## src/rtl/amo_shared_unit.sv

```systemverilog
// Shared RV32A atomic unit: arbitrates per-hart AMO/LR/SC requests onto one
// memory port as read-modify-write sequences and tracks per-hart reservations.
module amo_shared_unit #(
  parameter int unsigned XLEN        = 32,
  parameter int unsigned NUM_HARTS   = 2,
  parameter int unsigned RESV_GRAN_W = 2
) (
  input  logic                      clk,
  input  logic                      rst_n,
  input  logic [NUM_HARTS-1:0]      req_valid,
  output logic [NUM_HARTS-1:0]      req_ready,
  input  logic [NUM_HARTS*5-1:0]    req_op,
  input  logic [NUM_HARTS*XLEN-1:0] req_addr,
  input  logic [NUM_HARTS*XLEN-1:0] req_data,
  output logic [NUM_HARTS-1:0]      rsp_valid,
  output logic [XLEN-1:0]           rsp_data,
  output logic                      rsp_err,
  output logic                      mem_req,
  output logic                      mem_we,
  output logic [XLEN-1:0]           mem_addr,
  output logic [XLEN-1:0]           mem_wdata,
  input  logic                      mem_ack,
  input  logic [XLEN-1:0]           mem_rdata,
  input  logic                      snoop_valid,
  input  logic [XLEN-1:0]           snoop_addr
);

  localparam int unsigned HW  = (NUM_HARTS > 1) ? $clog2(NUM_HARTS) : 1;
  localparam int unsigned TW  = XLEN - RESV_GRAN_W;
  localparam int unsigned OPW = 5;

  typedef enum logic [OPW-1:0] {
    AMO_ADD  = 5'h00, AMO_SWAP = 5'h01, AMO_LR   = 5'h02, AMO_SC   = 5'h03,
    AMO_XOR  = 5'h04, AMO_OR   = 5'h08, AMO_AND  = 5'h0C, AMO_MIN  = 5'h10,
    AMO_MAX  = 5'h14, AMO_MINU = 5'h18, AMO_MAXU = 5'h1C
  } amo_t;

  typedef enum logic [1:0] {S_IDLE, S_RD, S_WR, S_RSP} state_t;

  function automatic logic f_legal(input logic [OPW-1:0] op);
    case (op)
      AMO_ADD, AMO_SWAP, AMO_LR, AMO_SC, AMO_XOR, AMO_OR, AMO_AND,
      AMO_MIN, AMO_MAX, AMO_MINU, AMO_MAXU: f_legal = 1'b1;
      default:                              f_legal = 1'b0;
    endcase
  endfunction

  state_t                r_state, w_state_nxt;
  logic [HW-1:0]         r_rr, w_rr_nxt;
  logic [HW-1:0]         r_hart, w_hart_nxt;
  logic [OPW-1:0]        r_op, w_op_nxt;
  logic [TW-1:0]         r_tag, w_tag_nxt;
  logic [XLEN-1:0]       r_data, w_data_nxt;
  logic [XLEN-1:0]       r_rdata, w_rdata_nxt;
  logic                  r_sc_ok, w_sc_ok_nxt;
  logic                  r_err, w_err_nxt;
  logic [NUM_HARTS-1:0]  r_req_ready, w_ready_nxt;
  logic [NUM_HARTS-1:0]  r_rsp_valid, w_rsp_valid_nxt;
  logic [XLEN-1:0]       r_rsp_data, w_rsp_data_nxt;
  logic                  r_rsp_err, w_rsp_err_nxt;
  logic                  r_mem_req, w_mem_req_nxt;
  logic                  r_mem_we, w_mem_we_nxt;
  logic [XLEN-1:0]       r_mem_addr, w_mem_addr_nxt;
  logic                  w_sc_clr;

  logic [NUM_HARTS-1:0]  r_resv_v;
  logic [TW-1:0]         r_resv_a [NUM_HARTS];

  logic [HW-1:0]         w_gnt;
  logic                  w_gnt_vld;
  logic [OPW-1:0]        w_op;
  logic [XLEN-1:0]       w_addr;
  logic [XLEN-1:0]       w_data;
  logic [TW-1:0]         w_tag;
  logic [TW-1:0]         w_snoop_tag;
  logic                  w_sc_hit;
  logic                  w_err;
  logic [XLEN-1:0]       w_alu;
  logic                  w_wr_done;
  logic                  w_lr_set;
  logic                  w_unused_snoop_lo;

  // Round-robin pick, first valid hart at or after the pointer
  always_comb begin
    w_gnt_vld = 1'b0;
    w_gnt     = '0;
    for (int unsigned i = 0; i < NUM_HARTS; i++) begin
      if (!w_gnt_vld && req_valid[(32'(r_rr) + i) % NUM_HARTS]) begin
        w_gnt_vld = 1'b1;
        w_gnt     = HW'((32'(r_rr) + i) % NUM_HARTS);
      end
    end
  end

  assign w_op        = req_op[w_gnt*OPW +: OPW];
  assign w_addr      = req_addr[w_gnt*XLEN +: XLEN];
  assign w_data      = req_data[w_gnt*XLEN +: XLEN];
  assign w_tag       = w_addr[XLEN-1:RESV_GRAN_W];
  assign w_snoop_tag = snoop_addr[XLEN-1:RESV_GRAN_W];
  assign w_err       = (|w_addr[1:0]) || !f_legal(w_op);
  // A snoop landing on the same edge as the SC decision wins over the reservation
  assign w_sc_hit    = r_resv_v[w_gnt] && (r_resv_a[w_gnt] == w_tag) &&
                       !(snoop_valid && (w_snoop_tag == w_tag));
  assign w_unused_snoop_lo = &{1'b0, snoop_addr[RESV_GRAN_W-1:0]};

  // Write-data ALU works from the registered read value
  always_comb begin
    w_alu = r_data;
    case (r_op)
      AMO_ADD:  w_alu = r_rdata + r_data;
      AMO_XOR:  w_alu = r_rdata ^ r_data;
      AMO_AND:  w_alu = r_rdata & r_data;
      AMO_OR:   w_alu = r_rdata | r_data;
      AMO_MIN:  w_alu = ($signed(r_data) < $signed(r_rdata)) ? r_data : r_rdata;
      AMO_MAX:  w_alu = ($signed(r_data) > $signed(r_rdata)) ? r_data : r_rdata;
      AMO_MINU: w_alu = (r_data < r_rdata) ? r_data : r_rdata;
      AMO_MAXU: w_alu = (r_data > r_rdata) ? r_data : r_rdata;
      default:  w_alu = r_data;
    endcase
  end

  always_comb begin
    w_state_nxt     = r_state;
    w_rr_nxt        = r_rr;
    w_hart_nxt      = r_hart;
    w_op_nxt        = r_op;
    w_tag_nxt       = r_tag;
    w_data_nxt      = r_data;
    w_rdata_nxt     = r_rdata;
    w_sc_ok_nxt     = r_sc_ok;
    w_err_nxt       = r_err;
    w_ready_nxt     = '0;
    w_rsp_valid_nxt = '0;
    w_rsp_data_nxt  = '0;
    w_rsp_err_nxt   = 1'b0;
    w_mem_req_nxt   = r_mem_req;
    w_mem_we_nxt    = r_mem_we;
    w_mem_addr_nxt  = r_mem_addr;
    w_sc_clr        = 1'b0;
    case (r_state)
      S_IDLE: begin
        if (w_gnt_vld) begin
          w_ready_nxt[w_gnt] = 1'b1;
          w_rr_nxt       = (32'(w_gnt) == NUM_HARTS - 1) ? '0 : w_gnt + HW'(1);
          w_hart_nxt     = w_gnt;
          w_op_nxt       = w_op;
          w_tag_nxt      = w_tag;
          w_data_nxt     = w_data;
          w_err_nxt      = w_err;
          w_sc_ok_nxt    = w_sc_hit;
          w_mem_addr_nxt = {w_addr[XLEN-1:2], 2'b00};
          if (w_err) begin
            w_state_nxt = S_RSP;
          end else if (w_op == AMO_SC) begin
            w_sc_clr = 1'b1;
            if (w_sc_hit) begin
              w_state_nxt   = S_WR;
              w_mem_req_nxt = 1'b1;
              w_mem_we_nxt  = 1'b1;
            end else begin
              w_state_nxt = S_RSP;
            end
          end else begin
            w_state_nxt   = S_RD;
            w_mem_req_nxt = 1'b1;
            w_mem_we_nxt  = 1'b0;
          end
        end
      end
      S_RD: begin
        if (r_mem_req && mem_ack) begin
          w_rdata_nxt = mem_rdata;
          if (r_op == AMO_LR) begin
            w_state_nxt   = S_RSP;
            w_mem_req_nxt = 1'b0;
          end else begin
            w_state_nxt  = S_WR;
            w_mem_we_nxt = 1'b1;
          end
        end
      end
      S_WR: begin
        if (r_mem_req && mem_ack) begin
          w_state_nxt   = S_RSP;
          w_mem_req_nxt = 1'b0;
          w_mem_we_nxt  = 1'b0;
        end
      end
      S_RSP: begin
        w_state_nxt             = S_IDLE;
        w_rsp_valid_nxt[r_hart] = 1'b1;
        w_rsp_err_nxt           = r_err;
        if (r_err)                 w_rsp_data_nxt = '0;
        else if (r_op == AMO_SC)   w_rsp_data_nxt = {{(XLEN-1){1'b0}}, ~r_sc_ok};
        else                       w_rsp_data_nxt = r_rdata;
      end
      default: w_state_nxt = S_IDLE;
    endcase
  end

  always_ff @(posedge clk or negedge rst_n) begin
    if (!rst_n) begin
      r_state     <= S_IDLE;
      r_rr        <= '0;
      r_hart      <= '0;
      r_op        <= '0;
      r_tag       <= '0;
      r_data      <= '0;
      r_rdata     <= '0;
      r_sc_ok     <= 1'b0;
      r_err       <= 1'b0;
      r_req_ready <= '0;
      r_rsp_valid <= '0;
      r_rsp_data  <= '0;
      r_rsp_err   <= 1'b0;
      r_mem_req   <= 1'b0;
      r_mem_we    <= 1'b0;
      r_mem_addr  <= '0;
    end else begin
      r_state     <= w_state_nxt;
      r_rr        <= w_rr_nxt;
      r_hart      <= w_hart_nxt;
      r_op        <= w_op_nxt;
      r_tag       <= w_tag_nxt;
      r_data      <= w_data_nxt;
      r_rdata     <= w_rdata_nxt;
      r_sc_ok     <= w_sc_ok_nxt;
      r_err       <= w_err_nxt;
      r_req_ready <= w_ready_nxt;
      r_rsp_valid <= w_rsp_valid_nxt;
      r_rsp_data  <= w_rsp_data_nxt;
      r_rsp_err   <= w_rsp_err_nxt;
      r_mem_req   <= w_mem_req_nxt;
      r_mem_we    <= w_mem_we_nxt;
      r_mem_addr  <= w_mem_addr_nxt;
    end
  end

  assign w_wr_done = (r_state == S_WR) && r_mem_req && mem_ack;
  assign w_lr_set  = (r_state == S_RD) && r_mem_req && mem_ack && (r_op == AMO_LR);

  // Reservation table: LR sets, SC/local writes/snoops clear; snoop beats a same-cycle set
  always_ff @(posedge clk or negedge rst_n) begin
    if (!rst_n) begin
      r_resv_v <= '0;
      for (int unsigned h = 0; h < NUM_HARTS; h++) r_resv_a[h] <= '0;
    end else begin
      for (int unsigned h = 0; h < NUM_HARTS; h++) begin
        if (w_lr_set && (r_hart == HW'(h))) begin
          r_resv_v[h] <= !(snoop_valid && (w_snoop_tag == r_tag));
          r_resv_a[h] <= r_tag;
        end else if ((snoop_valid && (r_resv_a[h] == w_snoop_tag)) ||
                     (w_wr_done && (r_resv_a[h] == r_tag)) ||
                     (w_sc_clr && (w_gnt == HW'(h)))) begin
          r_resv_v[h] <= 1'b0;
        end
      end
    end
  end

  assign req_ready = r_req_ready;
  assign rsp_valid = r_rsp_valid;
  assign rsp_data  = r_rsp_data;
  assign rsp_err   = r_rsp_err;
  assign mem_req   = r_mem_req;
  assign mem_we    = r_mem_we;
  assign mem_addr  = r_mem_addr;
  assign mem_wdata = (r_state == S_WR) ? w_alu : '0;

endmodule

```

## config.mk

```make
export PLATFORM = sky130hd
export DESIGN_NAME = amo_shared_unit
export DESIGN_NICKNAME = d
export VERILOG_FILES = /design/src/rtl/amo_shared_unit.sv
export SDC_FILE = /design/constraint.sdc
export NUM_CORES = 1
export LEC_CHECK = 0
export CORE_UTILIZATION = 58
export CTS_CLUSTER_DIAMETER = 150
export DETAILED_ROUTE_END_ITERATION = 8
export PLACE_DENSITY_LB_ADDON = 0.12
export SYNTH_ARGS = -nofsm -noshare
export SYNTH_HDL_FRONTEND = slang
export SYNTH_SLANG_ARGS = --single-unit
```

## constraint.sdc

```tcl
create_clock -name clk -period 9.2 [get_ports clk]
set_clock_uncertainty 0.2 [all_clocks]
set_input_delay 0.92 -clock clk [delete_from_list [all_inputs] [get_ports clk]]
set_output_delay 0.92 -clock clk [all_outputs]
set_load 0.02 [all_outputs]
```

==> impl_metrics.py <==
metrics = {
    "logic_synthesis": {
        "synthDominantCellAreaShare_pct": 31.6,
        "ys_ff_latch": 206,
        "yosys.cell_count.top_type": "dfrtp_1",
        "netlist_area_um2": 16300,
        "ys.flop_type": "dfrtp_1",
        "yosysWarnings": 0,
        "synth-edff-count": 0,
        "synth.avg_cell_area_um2": 8.71,
        "synth_common_cells": "dfrtp_1 (206), o21ai_0 (141), xor2_1 (117), a21oi_1 (114), nor2_1 (113)",
        "synthTopCellsByArea": "dfrtp_1 (32%), ha_1 (7.7%), mux2_2 (6.3%), xor2_1 (6.3%), xnor2_1 (5.3%)",
        "ys_types": 84,
        "ys_seq_area_share_pct": 31.6,
        "async_flop_share_pct": 100,
        "yosys.area.top_type": "dfrtp_1",
        "syn_inst": 1876,
    },
    "power_and_ir_drop": {
        "pwr-share-clk_pct": 15.7,
        "leakagePower_nw": 8.68,
        "ir_drop_uv": 195,
        "pwr-share-comb_pct": 57.3,
        "power_frac_seq_pct": 27.0,
        "intPower_mw": 3.35,
        "power.density_nw_per_um2": 323,
        "p_switching_mw": 3.22,
        "sw_frac_of_total_pct": 49.0,
    },
    "cts": {
        "clockBufferDepth": 3,
        "cts_root_buf": "clkbuf_16",
        "cts_resized": 0,
        "clkTransAtPathRegs_ps": 60,
        "cts-buffers-inserted": 24,
        "cts_tree": "yes",
        "cts_sinks": 206,
        "clkLatencyLatePin_ps": 540,
        "h-tree-depth": 1,
        "postCtsSetupBuffers": 0,
        "ctsHoldBuffers": 0,
    },
    "sta": {
        "slew_violations": 0,
        "tightest_slew_ps": 1180,
        "period_share_pct": 74.9,
        "fin_ws_ps": 2300,
        "finalSetupViolations": 0,
        "slew_headroom_pct": 21.3,
        "fmax_ghz": 0.145,
        "grt_setup_unrepaired": "false",
        "fin_crit_ps": 6900,
        "tns_ps": 0,
        "hold_viol_final": 0,
    },
    "global_route": {
        "grt_pass1_wl_um": 91300,
        "grt_usage_pct": 41.8,
        "grt_overflow": 0,
        "grt_max_degree": 84,
        "grt_pass1_vias": 15871,
        "antenna_found_initial": 1,
    },
    "final_layout": {
        "fillers": 2116,
        "fin_nets": 2395,
        "area_growth_pct": 24.3,
        "antenna_cells": 0,
        "drive_above_1_share_pct": 8.70,
        "final_cell_area_um2": 20300,
    },
    "critical_path": {
        "worstSetupPathType": "flop to output pin",
        "crit_arrival_ps": 5780,
        "reg2reg_depth": 10,
        "path_max_fanout": 21,
        "timing.rr.start": "r_rr$_DFFE_PN0P_",
        "reg2reg_setup_slack_ps": 5080,
        "start_kind": "flop",
        "r2r-end": "mem_we$_DFFE_PN0P_",
        "critPathCaptureType": "output pin",
        "required_ps": 8080,
    },
    "job": {
        "cap_violations": 0,
    },
    "floorplan": {
        "die-width_um": 170,
        "rows": 61,
        "fp.dieArea_um2": 28800,
        "top_level_ports": 311,
        "coreArea_um2": 27800,
        "die-height_um": 170,
        "start_util_pct": 58.8,
    },
    "status": {
        "run_status": "completed",
    },
    "placement": {
        "place.port_buffers": 306,
        "dp_slack_ps": 3030,
        "dp_hpwl_um": 45200,
        "place_area_um2": 19500,
        "place_congestion": 1.07,
    },
    "drt": {
        "drc_errors": 0,
        "wl_per_cell_um": 24.8,
        "route.met3.wl_um": 4980,
        "ant_nets": 0,
        "routed_wl_um": 61400,
        "routed_via_density": 6.53,
        "met2_wirelength_um": 29300,
        "dr.pass1.iters": 6,
        "drt-met1-wl_um": 22400,
        "top_layer_used": "met5",
        "first_iter_violations": 1715,
        "vias": 16193,
    },
    "hold_path": {
        "hold_class": "input pin to asynchronous set/reset pin",
    },
}
[worst max-delay path by stage]
stage	startpoint	to	slack (ps)	depth (start not counted)
final	r_rdata[14]$_DFFE_PN0P_	mem_wdata[3]	2300	11
after global routing	r_rdata[14]$_DFFE_PN0P_	mem_wdata[3]	2060	11
after CTS	r_rdata[14]$_DFFE_PN0P_	mem_wdata[3]	2460	11
after detailed placement	r_rdata[14]$_DFFE_PN0P_	mem_wdata[3]	3030	11
after global placement	r_rdata[14]$_DFFE_PN0P_	mem_wdata[3]	3060	11
after floorplan	r_rdata[13]$_DFFE_PN0P_	mem_wdata[17]	4660	13
[cell families (layout without fill, tap and decap cells)]
family,after synthesis,after routing,synth area share (%)
buffers and inverters,241,467,5.94
AO/OA/AOI/OAI,504,504,19.9
flip-flops,206,206,31.6
other,1,2,0.0230
adder cells (fa/ha/maj),102,102,7.86
XOR/XNOR,216,216,11.6
AND/OR/NAND/NOR,502,502,16.1
multiplexers,104,104,7.10
[layer usage]
metal / global-route usage, % / vias to the layer above
li1: - / 7150
met1: 48.4 / 7786
met2: 71.2 / 999
met3: 6.33 / 256
met4: 29.2 / 2
met5: 0 / -
[power by group through the flow]
stage / Sequential [mW] / Combinational (mW) / Clock (mW)
6_report: 1.77 / 3.77 / 1.03
3_3_place_gp: 1.73 / 3.58 / 0
5_1_grt: 1.80 / 4.05 / 1.07
4_1_cts: 1.75 / 3.69 / 1.03
2_1_floorplan: 1.59 / 2.53 / 0
3_5_place_dp: 1.76 / 3.66 / 0
[registers in the layout, summed over array words and instances (netlist names), 2 cells and up]
name and flops:
r_resv_a 60, r_data 32, r_rdata 32, rsp_data 32
mem_addr 30, r_op 5, r_resv_v 2, r_state 2
req_ready 2, rsp_valid 2
[through the flow]
step / hold WS, ps / std cells / utilization, % / total power, mW
floorplan: 251 / 1877 / - / 4.12
CTS: 247 / 2481 / 73.1 / 6.47
detailed placement: 271 / 2437 / 70.1 / 5.42
global route: 277 / 2481 / 73.1 / 6.93
finish: 217 / 2481 / 73.1 / 6.57
global placement: 273 / 2437 / 70.1 / 5.31
[cells in the final DEF, fill, tap and decap left out, drive strengths merged, types with 39 or more instances in the layout]
cell type and n:
xnor2 99, o21ai 143, nand2 92, dfrtp 206, nor2 113, ha 101
and2 39, nand4 39, nor4 42, mux2 92, a21oi 115, xor2 117
clkdlybuf4s50 305, a31oi 39, inv 104, nand3 63
[worst max-delay path, cell delays in order (launching register included)]
cell and delay (ps):
dfrtp_1 440, inv_1 100, ha_1 440, nor4_1 660
nand4_1 320, nor4_2 550, nor2_1 160, a211oi_2 810
or3_4 480, a211oi_1 130, o32ai_1 430, clkdlybuf4s50_1 700
[final cells by class]
class | count | area [um^2] | share of cell area, %
clock buffers | 34 | 729 | 3.59
clock inverters | 10 | 119 | 0.585
inverters | 100 | 375 | 1.85
multi-input cells | 1430 | 10300 | 50.5
flip-flops and latches | 206 | 5150 | 25.4
well taps | 378 | 473 | 2.33
repair buffers | 323 | 3190 | 15.7
(Power assumes the default switching activity.)
